$ cat config.mk
export PLATFORM = sky130hd
export DESIGN_NAME = map_table_ctrl
export DESIGN_NICKNAME = d
export VERILOG_FILES = /design/src/rtl/map_table_ctrl.sv
export SDC_FILE = /design/constraint.sdc
export NUM_CORES = 1
export LEC_CHECK = 0
export CORE_MARGIN = 2
export CORE_UTILIZATION = 26
export DETAILED_ROUTE_END_ITERATION = 6
export PLACE_DENSITY = 0.79
export REMOVE_ABC_BUFFERS = 1
export SYNTH_ARGS = -nofsm -noshare
export SYNTH_HDL_FRONTEND = slang
export SYNTH_SLANG_ARGS = --single-unit
$ cat constraint.sdc
create_clock -name CLK -period 2.6 [get_ports CLK]
set_input_delay 0.65 -clock CLK [delete_from_list [all_inputs] [get_ports CLK]]
set_output_delay 0.65 -clock CLK [all_outputs]
set_load 0.02 [all_outputs]
$ cat src/rtl/map_table_ctrl.sv
// map_table_ctrl
//   Sequencer/arbiter in front of phys_reg_map_table. Each cycle it picks at most
//   one map-table op with priority revert > restore > save > rename. It counts live
//   checkpoints, stalls branch dispatch when no column is free, blocks dispatch
//   during ROB revert walks, and blocks it for one flush cycle after a mispredict
//   restore.
//
// Ports
//   CLK, nRST                     clock, synchronous active-low reset
//   disp_*                        dispatch request (valid, branch, writes_reg, ROB index, rename pair)
//   disp_ready                    dispatch op accepted this cycle (combinational)
//   resolve_*                     branch resolve (valid, mispredict, ROB index, safe column)
//   resolve_ack                   restore accepted by the map table (combinational)
//   rob_revert_*                  ROB walk reverting one instruction this cycle
//   mt_*                          op valids + fields to the map table; at most one valid per cycle
//   mt_save/restore_checkpoint_success  map-table success returns
//   flush_pulse                   one-cycle front-end flush after a mispredict restore
//   live_checkpoints, ckpt_full   outstanding checkpoint count, full flag
//
// Configuration
//   MAP_TABLE_CTRL_PERF_EN  adds saturating 32-bit counters perf_stall_full_cycles,
//                           perf_stall_revert_cycles and perf_mispredicts.
module map_table_ctrl #(
    parameter int CHECKPOINT_COLUMNS = 4,
    parameter int CNT_W  = $clog2(CHECKPOINT_COLUMNS) + 1,
    parameter int COL_W  = $clog2(CHECKPOINT_COLUMNS),
    parameter int ROB_W  = 6,
    parameter int ARCH_W = 5,
    parameter int PHYS_W = 6
) (
    input  logic              CLK,
    input  logic              nRST,
    // dispatch
    input  logic              disp_valid,
    input  logic              disp_is_branch,
    input  logic              disp_writes_reg,
    input  logic [ROB_W-1:0]  disp_ROB_index,
    input  logic [ARCH_W-1:0] disp_dest_arch,
    input  logic [PHYS_W-1:0] disp_dest_phys,
    output logic              disp_ready,
    // branch resolve
    input  logic              resolve_valid,
    input  logic              resolve_mispredict,
    input  logic [ROB_W-1:0]  resolve_ROB_index,
    input  logic [COL_W-1:0]  resolve_safe_column,
    output logic              resolve_ack,
    // ROB revert walk
    input  logic              rob_revert_valid,
    input  logic [ARCH_W-1:0] rob_revert_arch,
    input  logic [PHYS_W-1:0] rob_revert_safe_phys,
    input  logic [PHYS_W-1:0] rob_revert_spec_phys,
    // map table interface
    output logic              mt_rename_valid,
    output logic [ARCH_W-1:0] mt_rename_arch,
    output logic [PHYS_W-1:0] mt_rename_phys,
    output logic              mt_revert_valid,
    output logic [ARCH_W-1:0] mt_revert_arch,
    output logic [PHYS_W-1:0] mt_revert_safe_phys,
    output logic [PHYS_W-1:0] mt_revert_spec_phys,
    output logic              mt_save_checkpoint_valid,
    output logic [ROB_W-1:0]  mt_save_checkpoint_ROB_index,
    input  logic              mt_save_checkpoint_success,
    output logic              mt_restore_checkpoint_valid,
    output logic              mt_restore_checkpoint_speculate_failed,
    output logic [ROB_W-1:0]  mt_restore_checkpoint_ROB_index,
    output logic [COL_W-1:0]  mt_restore_checkpoint_safe_column,
    input  logic              mt_restore_checkpoint_success,
    // status
    output logic              flush_pulse,
    output logic [CNT_W-1:0]  live_checkpoints,
    output logic              ckpt_full
`ifdef MAP_TABLE_CTRL_PERF_EN
    ,
    output logic [31:0]       perf_stall_full_cycles,
    output logic [31:0]       perf_stall_revert_cycles,
    output logic [31:0]       perf_mispredicts
`endif
);

    localparam logic [1:0] ST_NORMAL = 2'd0;
    localparam logic [1:0] ST_REVERT = 2'd1;
    localparam logic [1:0] ST_FLUSH  = 2'd2;

    localparam logic [CNT_W-1:0] LIVE_MAX = CNT_W'(CHECKPOINT_COLUMNS - 1);

    logic [1:0]       state, state_n;
    logic [CNT_W-1:0] live_q;
    // branch that also writes a reg: its checkpoint is taken, rename still owed
    logic             pending;
    logic             sel_rename, sel_revert, sel_save, sel_restore;

    assign live_checkpoints = live_q;
    assign ckpt_full        = (live_q == LIVE_MAX);

    always_comb begin
        state_n     = state;
        sel_rename  = 1'b0;
        sel_revert  = 1'b0;
        sel_save    = 1'b0;
        sel_restore = 1'b0;
        disp_ready  = 1'b0;
        resolve_ack = 1'b0;
        flush_pulse = 1'b0;
        if (nRST) begin
            case (state)
                ST_FLUSH: begin
                    flush_pulse = 1'b1;
                    state_n     = ST_NORMAL;
                end
                ST_REVERT: begin
                    if (rob_revert_valid) sel_revert = 1'b1;
                    else                  state_n    = ST_NORMAL;
                end
                default: begin
                    if (rob_revert_valid) begin
                        sel_revert = 1'b1;
                        state_n    = ST_REVERT;
                    end else if (resolve_valid) begin
                        // a failed restore leaves the resolver holding its request
                        sel_restore = 1'b1;
                        resolve_ack = mt_restore_checkpoint_success;
                        if (mt_restore_checkpoint_success && resolve_mispredict)
                            state_n = ST_FLUSH;
                    end else if (disp_valid) begin
                        if (disp_is_branch && !pending) begin
                            if (!ckpt_full) begin
                                sel_save   = 1'b1;
                                // a reg-writing branch still needs its rename next
                                disp_ready = mt_save_checkpoint_success && !disp_writes_reg;
                            end
                        end else if (disp_writes_reg) begin
                            sel_rename = 1'b1;
                            disp_ready = 1'b1;
                        end else begin
                            disp_ready = 1'b1;
                        end
                    end
                end
            endcase
        end
    end

    // fields are zeroed when their op is not selected
    assign mt_rename_valid                        = sel_rename;
    assign mt_rename_arch                         = sel_rename ? disp_dest_arch : '0;
    assign mt_rename_phys                         = sel_rename ? disp_dest_phys : '0;
    assign mt_revert_valid                        = sel_revert;
    assign mt_revert_arch                         = sel_revert ? rob_revert_arch : '0;
    assign mt_revert_safe_phys                    = sel_revert ? rob_revert_safe_phys : '0;
    assign mt_revert_spec_phys                    = sel_revert ? rob_revert_spec_phys : '0;
    assign mt_save_checkpoint_valid               = sel_save;
    assign mt_save_checkpoint_ROB_index           = sel_save ? disp_ROB_index : '0;
    assign mt_restore_checkpoint_valid            = sel_restore;
    assign mt_restore_checkpoint_speculate_failed = sel_restore & resolve_mispredict;
    assign mt_restore_checkpoint_ROB_index        = sel_restore ? resolve_ROB_index : '0;
    assign mt_restore_checkpoint_safe_column      = sel_restore ? resolve_safe_column : '0;

    always_ff @(posedge CLK) begin
        if (!nRST) begin
            state   <= ST_NORMAL;
            live_q  <= '0;
            pending <= 1'b0;
        end else begin
            state <= state_n;
            if (sel_restore && mt_restore_checkpoint_success) begin
                if (resolve_mispredict) begin
                    // mispredict squashes every younger checkpoint and the front end
                    live_q  <= '0;
                    pending <= 1'b0;
                end else begin
                    assert (live_q != '0)
                        else $error("map_table_ctrl: live checkpoint counter underflow");
                    if (live_q != '0) live_q <= live_q - 1'b1;
                end
            end else if (sel_save && mt_save_checkpoint_success) begin
                live_q  <= live_q + 1'b1;
                pending <= disp_writes_reg;
            end else if (disp_ready) begin
                pending <= 1'b0;
            end
        end
    end

`ifdef MAP_TABLE_CTRL_PERF_EN
    logic stall_full;
    assign stall_full = nRST && (state == ST_NORMAL) && !rob_revert_valid && !resolve_valid &&
                        disp_valid && disp_is_branch && !pending && ckpt_full;

    always_ff @(posedge CLK) begin
        if (!nRST) begin
            perf_stall_full_cycles   <= '0;
            perf_stall_revert_cycles <= '0;
            perf_mispredicts         <= '0;
        end else begin
            if (stall_full && perf_stall_full_cycles != '1)
                perf_stall_full_cycles <= perf_stall_full_cycles + 32'd1;
            if (state == ST_REVERT && perf_stall_revert_cycles != '1)
                perf_stall_revert_cycles <= perf_stall_revert_cycles + 32'd1;
            if (sel_restore && mt_restore_checkpoint_success && resolve_mispredict &&
                perf_mispredicts != '1)
                perf_mispredicts <= perf_mispredicts + 32'd1;
        end
    end
`endif

endmodule

# After elaboration in Yosys (flattened, before gate mapping)
# Index checks and enable logic that the tools add are counted.
[word_totals] regBits=6 inputBits=52 elab_cells=83
[op_classes] add_sub_neg=2 eq_ne=6 muxes=55 n_bitwise=1 n_reduce_logical=16
[op_table] op="$mux W1" n=38
[op_table] op="$mux W6" n=5
[op_table] op="$mux W3" n=4
[op_table] op="$mux W2" n=5
[op_table] op="$mux W5" n=2
[op_table] op="$reduce_bool A4 Y1" n=2
[op_table] op="$reduce_bool A3 Y1" n=2
[op_table] op="$logic_and A1 B1 Y1" n=5
[op_table] op="$ne A2 B2 Y1 const B" n=2
[op_table] op="$pmux W2 S2" n=1
[op_table] op="$reduce_and A2 Y1" n=2
[op_table] op="$add A3 B1 Y3 const B" n=1
[op_table] op="$eq A3 B2 Y1 const B" n=1
[op_table] op="$ne A3 B2 Y1 const B" n=1
[op_table] op="$reduce_and A3 Y1" n=1
[op_table] op="$sub A3 B1 Y3 const B" n=1
[op_table] op="$eq A2 B1 Y1 const B" n=1
[op_table] op="$eq A2 B2 Y1 const B" n=1
[op_table] op="$logic_not A1 Y1" n=2
[op_table] op="$reduce_bool A2 Y1" n=1
[op_table] op="$reduce_or A2 Y1" n=1
[op_table] op="$and A1 B1 Y1" n=1

# Depth between registers and ports, before layout
[logic_depth] depth_word=12 depth_mapped=7 ltp_nobuf=6

# Least setup slack after synthesis
# Ideal clock, no wire load.
[synth_path] kind="register -> output" start="reg live_q[2] (netlist: live_checkpoints[2])" end="out mt_save_checkpoint_ROB_index[0]" t_arrival_ns=1.731 t_required_ns=1.950 path_slack_ns=0.219 stages_incl_launch_ff=6 cell_sequence="dfxtp_1 > inv_1 > ha_1 > nand4bb_1 > nor3_4 > and2_1"
[synth_via] elab_chain_cells=9
[synth_rtl] item="start: declaration" line_no="87" source="logic [CNT_W-1:0] live_q;"
[synth_rtl] item="start signal: assignment" line_no="173" source="if (live_q != '0) live_q <= live_q - 1'b1;"
[synth_rtl] item="start signal: assignment" line_no="176" source="live_q <= live_q + 1'b1;"
[synth_rtl] item="$eq A3 B2 Y1" line_no="93" source="assign ckpt_full = (live_q == LIVE_MAX);"
[synth_rtl] item="via ckpt_full" line_no="71" source="output logic ckpt_full"
[synth_rtl] item="$mux W1" line_no="126" source="if (!ckpt_full) begin"
[synth_rtl] item="$mux W1" line_no="125" source="if (disp_is_branch && !pending) begin"
[synth_rtl] item="$mux W1" line_no="124" source="end else if (disp_valid) begin"
[synth_rtl] item="$mux W1" line_no="118" source="end else if (resolve_valid) begin"
[synth_rtl] item="$mux W1" line_no="115" source="if (rob_revert_valid) begin"
[synth_rtl] item="$mux W1" line_no="105" source="case (state)"
[synth_rtl] item="$mux W1" line_no="104" source="if (nRST) begin"
[synth_rtl] item="via mt_save_checkpoint_valid" line_no="60" source="output logic mt_save_checkpoint_valid,"
[synth_rtl] item="$mux W6" line_no="152" source="assign mt_save_checkpoint_ROB_index = sel_save ? disp_ROB_index : '0;"
[synth_rtl] item="end: declaration" line_no="61" source="output logic [ROB_W-1:0] mt_save_checkpoint_ROB_index,"
# The timed path passes the listed nets, and every way through them passes these cells.

# Worst setup path in the final report
[layout_path] start="in nRST" end="out mt_restore_checkpoint_safe_column[0]"
[layout_via] elab_chain_cells=2
[layout_rtl] item="start: declaration" line_no="32" source="input logic nRST,"
[layout_rtl] item="$mux W1" line_no="104"
[layout_rtl] item="$mux W2" line_no="156" source="assign mt_restore_checkpoint_safe_column = sel_restore ? resolve_safe_column : '0;"
[layout_rtl] item="end: declaration" line_no="66" source="output logic [COL_W-1:0] mt_restore_checkpoint_safe_column,"
# Every way passes these cells.

==> results.toml <==
[clocking]
cts.clk_slew.worst_paths_ns = 0.04
clock_path_buffers = 2
cts_buffers = 3
clock_sinks = 6
cts_tree = "done"
clk_root_buffer_cell = "sky130_fd_sc_hd__clkbuf_4"
cts_hold_buf = 0
htreeDepth = 1
insertion_delay_ns = 0.25

[detailed_routing]
vias_per_cell = 4.55
firstDrtPassIters = 5
routed-wl-met3_um = 319
drt-initial-drc-count = 19
route.final.wire_length_mm = 3.92
antenna_left = 0
route.detailed.drc = 0
route.layer.met1.wl_mm = 1.44
vias = 1325
route.detailed.wl_per_inst_um = 13.5
route.met2.wl_mm = 2.13
top_layer_used = "met4"

[layout]
drive_above_1_share = 0.312
final_cells = 291
syn_to_final_growth_pct = 148
layout_common_cells = "sky130_fd_sc_hd__clkdlybuf4s50_1 (51), sky130_fd_sc_hd__and2_1 (37), sky130_fd_sc_hd__buf_4 (28)"
layout.cells.most_common = "sky130_fd_sc_hd__clkdlybuf4s50_1"
final_area_um2 = 2140
layout.core_utilization = 0.690
design.final.nets = 307
final.fill_count = 292
antenna_cells_inserted = 0

[timing]
final.hold.worst_slack_ns = 0.494
layout_min_cycle_time_ns = 2.54
hold_violations = 0
fmaxAchievable_mhz = 393
timing.setup.tns_ns = 0
clock_skew_ns = 0.00491
slew_violations = 0
rsz0062_at_grt = "no"
period_share = 0.978
worstMarginPinSlew_ns = 0.522
slew_headroom = 0.650
setup_viol = 0

[critical_path]
critical_path_class = "primary input to output pin"
depth_of_the_worst_register_to_register_path = 10
cp.buffers_inverters = 3
worst_r2r_startpoint = "state[0]"
critical_path.max_stage_delay_ns = 0.32
timing.critical_path.from_type = "primary input"
worstPathArrival_ns = 1.89
worst-endpoint-required_ns = 1.95
critPathCaptureType = "output pin"
top_delay_family_on_crit_path = "buffers and inverters"
worstReg2RegEnd = "live_checkpoints[2]"
reg2reg_setup_slack_ns = 0.73
worst_path_max_delay_cell = "sky130_fd_sc_hd__dlygate4sd2_1"
cell_chain_of_the_critical_path = "dlygate4sd2_1, buf_4, and3b_2, and3_1, dlygate4sd2_1"
critical-path-top-cell-by-count = "sky130_fd_sc_hd__dlygate4sd2_1"
worstPathMaxFanout = 11

[yosys]
synthDominantAreaCellType = "sky130_fd_sc_hd__and2_1"
yosys-top-cells-area = "sky130_fd_sc_hd__and2_1 (28%), sky130_fd_sc_hd__dfxtp_1 (14%), sky130_fd_sc_hd__ha_1 (8.7%)"
number_of_register_bits_inferred_by_synthesis = 6
synth_area_per_cell_um2 = 7.44
syn-instance-count = 116
synthesis.yosys.warnings = 0
synth_seq_area_share = 0.139
synth_cell_types = 35
yosys.area.top_type_share = 0.275
synthesis.area_um2 = 863

[worst_hold_path]
holdPathStages = 2
hold_end = "pending"
min_path_type = "register to register"
holdCritStartpoint = "pending"

[global_routing]
grt_max_degree = 19
first_global_vias = 1259
antenna_found_initial = 0
grt_usage = 0.199
grt_pass1_wl_mm = 5.66
globalRouteOverflowTotal = 0

[placed_design]
dp.final_hpwl_mm = 3.19
dp_cells = 283
placement.io_buffers = 105
place_congestion = 0.829
placedInstanceArea_um2 = 2120

[job]
drv_cap = 0

[outcome]
result_of_the_run = "finished clean"

[floorplan]
die_height_um = 61.6
floorplan.die.width_um = 61.6
fp.dieArea_um2 = 3800
io_pins = 106
initial_cell_density_of_the_core = 0.278
core_area_um2 = 3100
row_count = 20

[power]
ir_drop_v = 0.000173
leakage_nw = 1.04
power-per-cell-area_nw_per_um2 = 197
[cell usage after synthesis]
cell type                   count
sky130_fd_sc_hd__ha_1           6
sky130_fd_sc_hd__o311a_1        1
sky130_fd_sc_hd__nor3_4         1
sky130_fd_sc_hd__a21oi_1        3
sky130_fd_sc_hd__nand4_1        1
sky130_fd_sc_hd__nor4_4         1
sky130_fd_sc_hd__o211ai_2       1
sky130_fd_sc_hd__a21boi_1       1
sky130_fd_sc_hd__nand3b_4       1
sky130_fd_sc_hd__o21ai_0        1
sky130_fd_sc_hd__or4_4          1
sky130_fd_sc_hd__or3_1          1
sky130_fd_sc_hd__nand2_1        5
sky130_fd_sc_hd__nor2_1         5
sky130_fd_sc_hd__o21bai_1       1
sky130_fd_sc_hd__nor4_1         1
sky130_fd_sc_hd__dfxtp_1        6
sky130_fd_sc_hd__nand3_1        3
sky130_fd_sc_hd__o211ai_1       1
sky130_fd_sc_hd__nor3b_1        1
sky130_fd_sc_hd__a2bb2oi_1      1
sky130_fd_sc_hd__nand4bb_1      1
sky130_fd_sc_hd__o31a_1         1
sky130_fd_sc_hd__nand3b_1       1
sky130_fd_sc_hd__o31ai_1        1
sky130_fd_sc_hd__a21o_1         1
sky130_fd_sc_hd__clkbuf_1       3
sky130_fd_sc_hd__and3_1        11
sky130_fd_sc_hd__a211oi_1       2
sky130_fd_sc_hd__nand2b_1       3
sky130_fd_sc_hd__inv_1          8
sky130_fd_sc_hd__buf_2          1
sky130_fd_sc_hd__and2_1        38
sky130_fd_sc_hd__and3b_2        1
sky130_fd_sc_hd__buf_4          1
[per-stage QoR]
| step | power (mW) | worst slack, ns |
|---|---|---|
| 2_1_floorplan | 0.181 | 0.219 |
| 3_3_place_gp | 0.333 | -0.567 |
| 3_5_place_dp | 0.340 | -0.630 |
| 4_1_cts | 0.420 | 0.00341 |
| 5_1_grt | 0.447 | 0.00406 |
| 6_report | 0.422 | 0.0576 |
[worst max path at each step]
| stage | from | endpoint | cells after the start |
|---|---|---|---|
| after global routing | nRST | mt_revert_safe_phys[0] | 7 |
| after detailed placement | nRST | mt_rename_phys[3] | 6 |
| after CTS | rob_revert_valid | mt_save_checkpoint_ROB_index[0] | 7 |
| after floorplan | live_checkpoints[2] | mt_save_checkpoint_ROB_index[0] | 5 |
| final | nRST | mt_restore_checkpoint_safe_column[0] | 5 |
| after global placement | nRST | mt_save_checkpoint_ROB_index[2] | 6 |
[report_power, final]
part / internal, mW / switching (mW)
Sequential: 0.0955 / 0.00185
Combinational: 0.139 / 0.100
Clock: 0.0522 / 0.0338
Total: 0.286 / 0.136
[cells by family after synthesis]
logic type / after synthesis / synth area share
compound gates: 15 / 0.130
buf+inv: 13 / 0.0623
simple gates: 76 / 0.581
flops: 6 / 0.139
fa+ha+maj: 6 / 0.0870
[layout make-up]
type                       count  area [um^2]  share of cell area
tap                           44         55.1              0.0257
timing repair buffer         132         1160               0.541
multi-input combinational     98          754               0.353
clock buffer                   3         22.5              0.0105
sequential                     6          120              0.0561
inverter                       8         30.0              0.0140
[registers in the layout (all words and copies together) (netlist names)]
name and cells:
pending 1, live_checkpoints 3, state 2
[worst register-to-register path: stages (launching register included)]
cell,delay (ns)
sky130_fd_sc_hd__dfxtp_1,0.33
sky130_fd_sc_hd__inv_1,0.07
sky130_fd_sc_hd__ha_4,0.29
sky130_fd_sc_hd__buf_4,0.13
sky130_fd_sc_hd__nand4bb_4,0.12
sky130_fd_sc_hd__nor3_4,0.21
sky130_fd_sc_hd__buf_6,0.13
sky130_fd_sc_hd__buf_4,0.09
sky130_fd_sc_hd__buf_4,0.10
sky130_fd_sc_hd__a211oi_1,0.06
sky130_fd_sc_hd__o31a_1,0.24
[layer usage]
metal | global-route usage | up-vias
met1 | 0.211 | 607
met3 | 0.0588 | 6
met4 | 0.0486 | 0
met5 | 0 | -
li1 | - | 663
met2 | 0.382 | 49
[repair_timing]
action                                  in CTS  in global routing
endpoints found under the setup margin      50                 36
resized for setup                          115                 45
setup buffers                                4                  0
pin swaps                                    3                  1
cloned                                       1                  0
(Power assumes the default switching activity.)
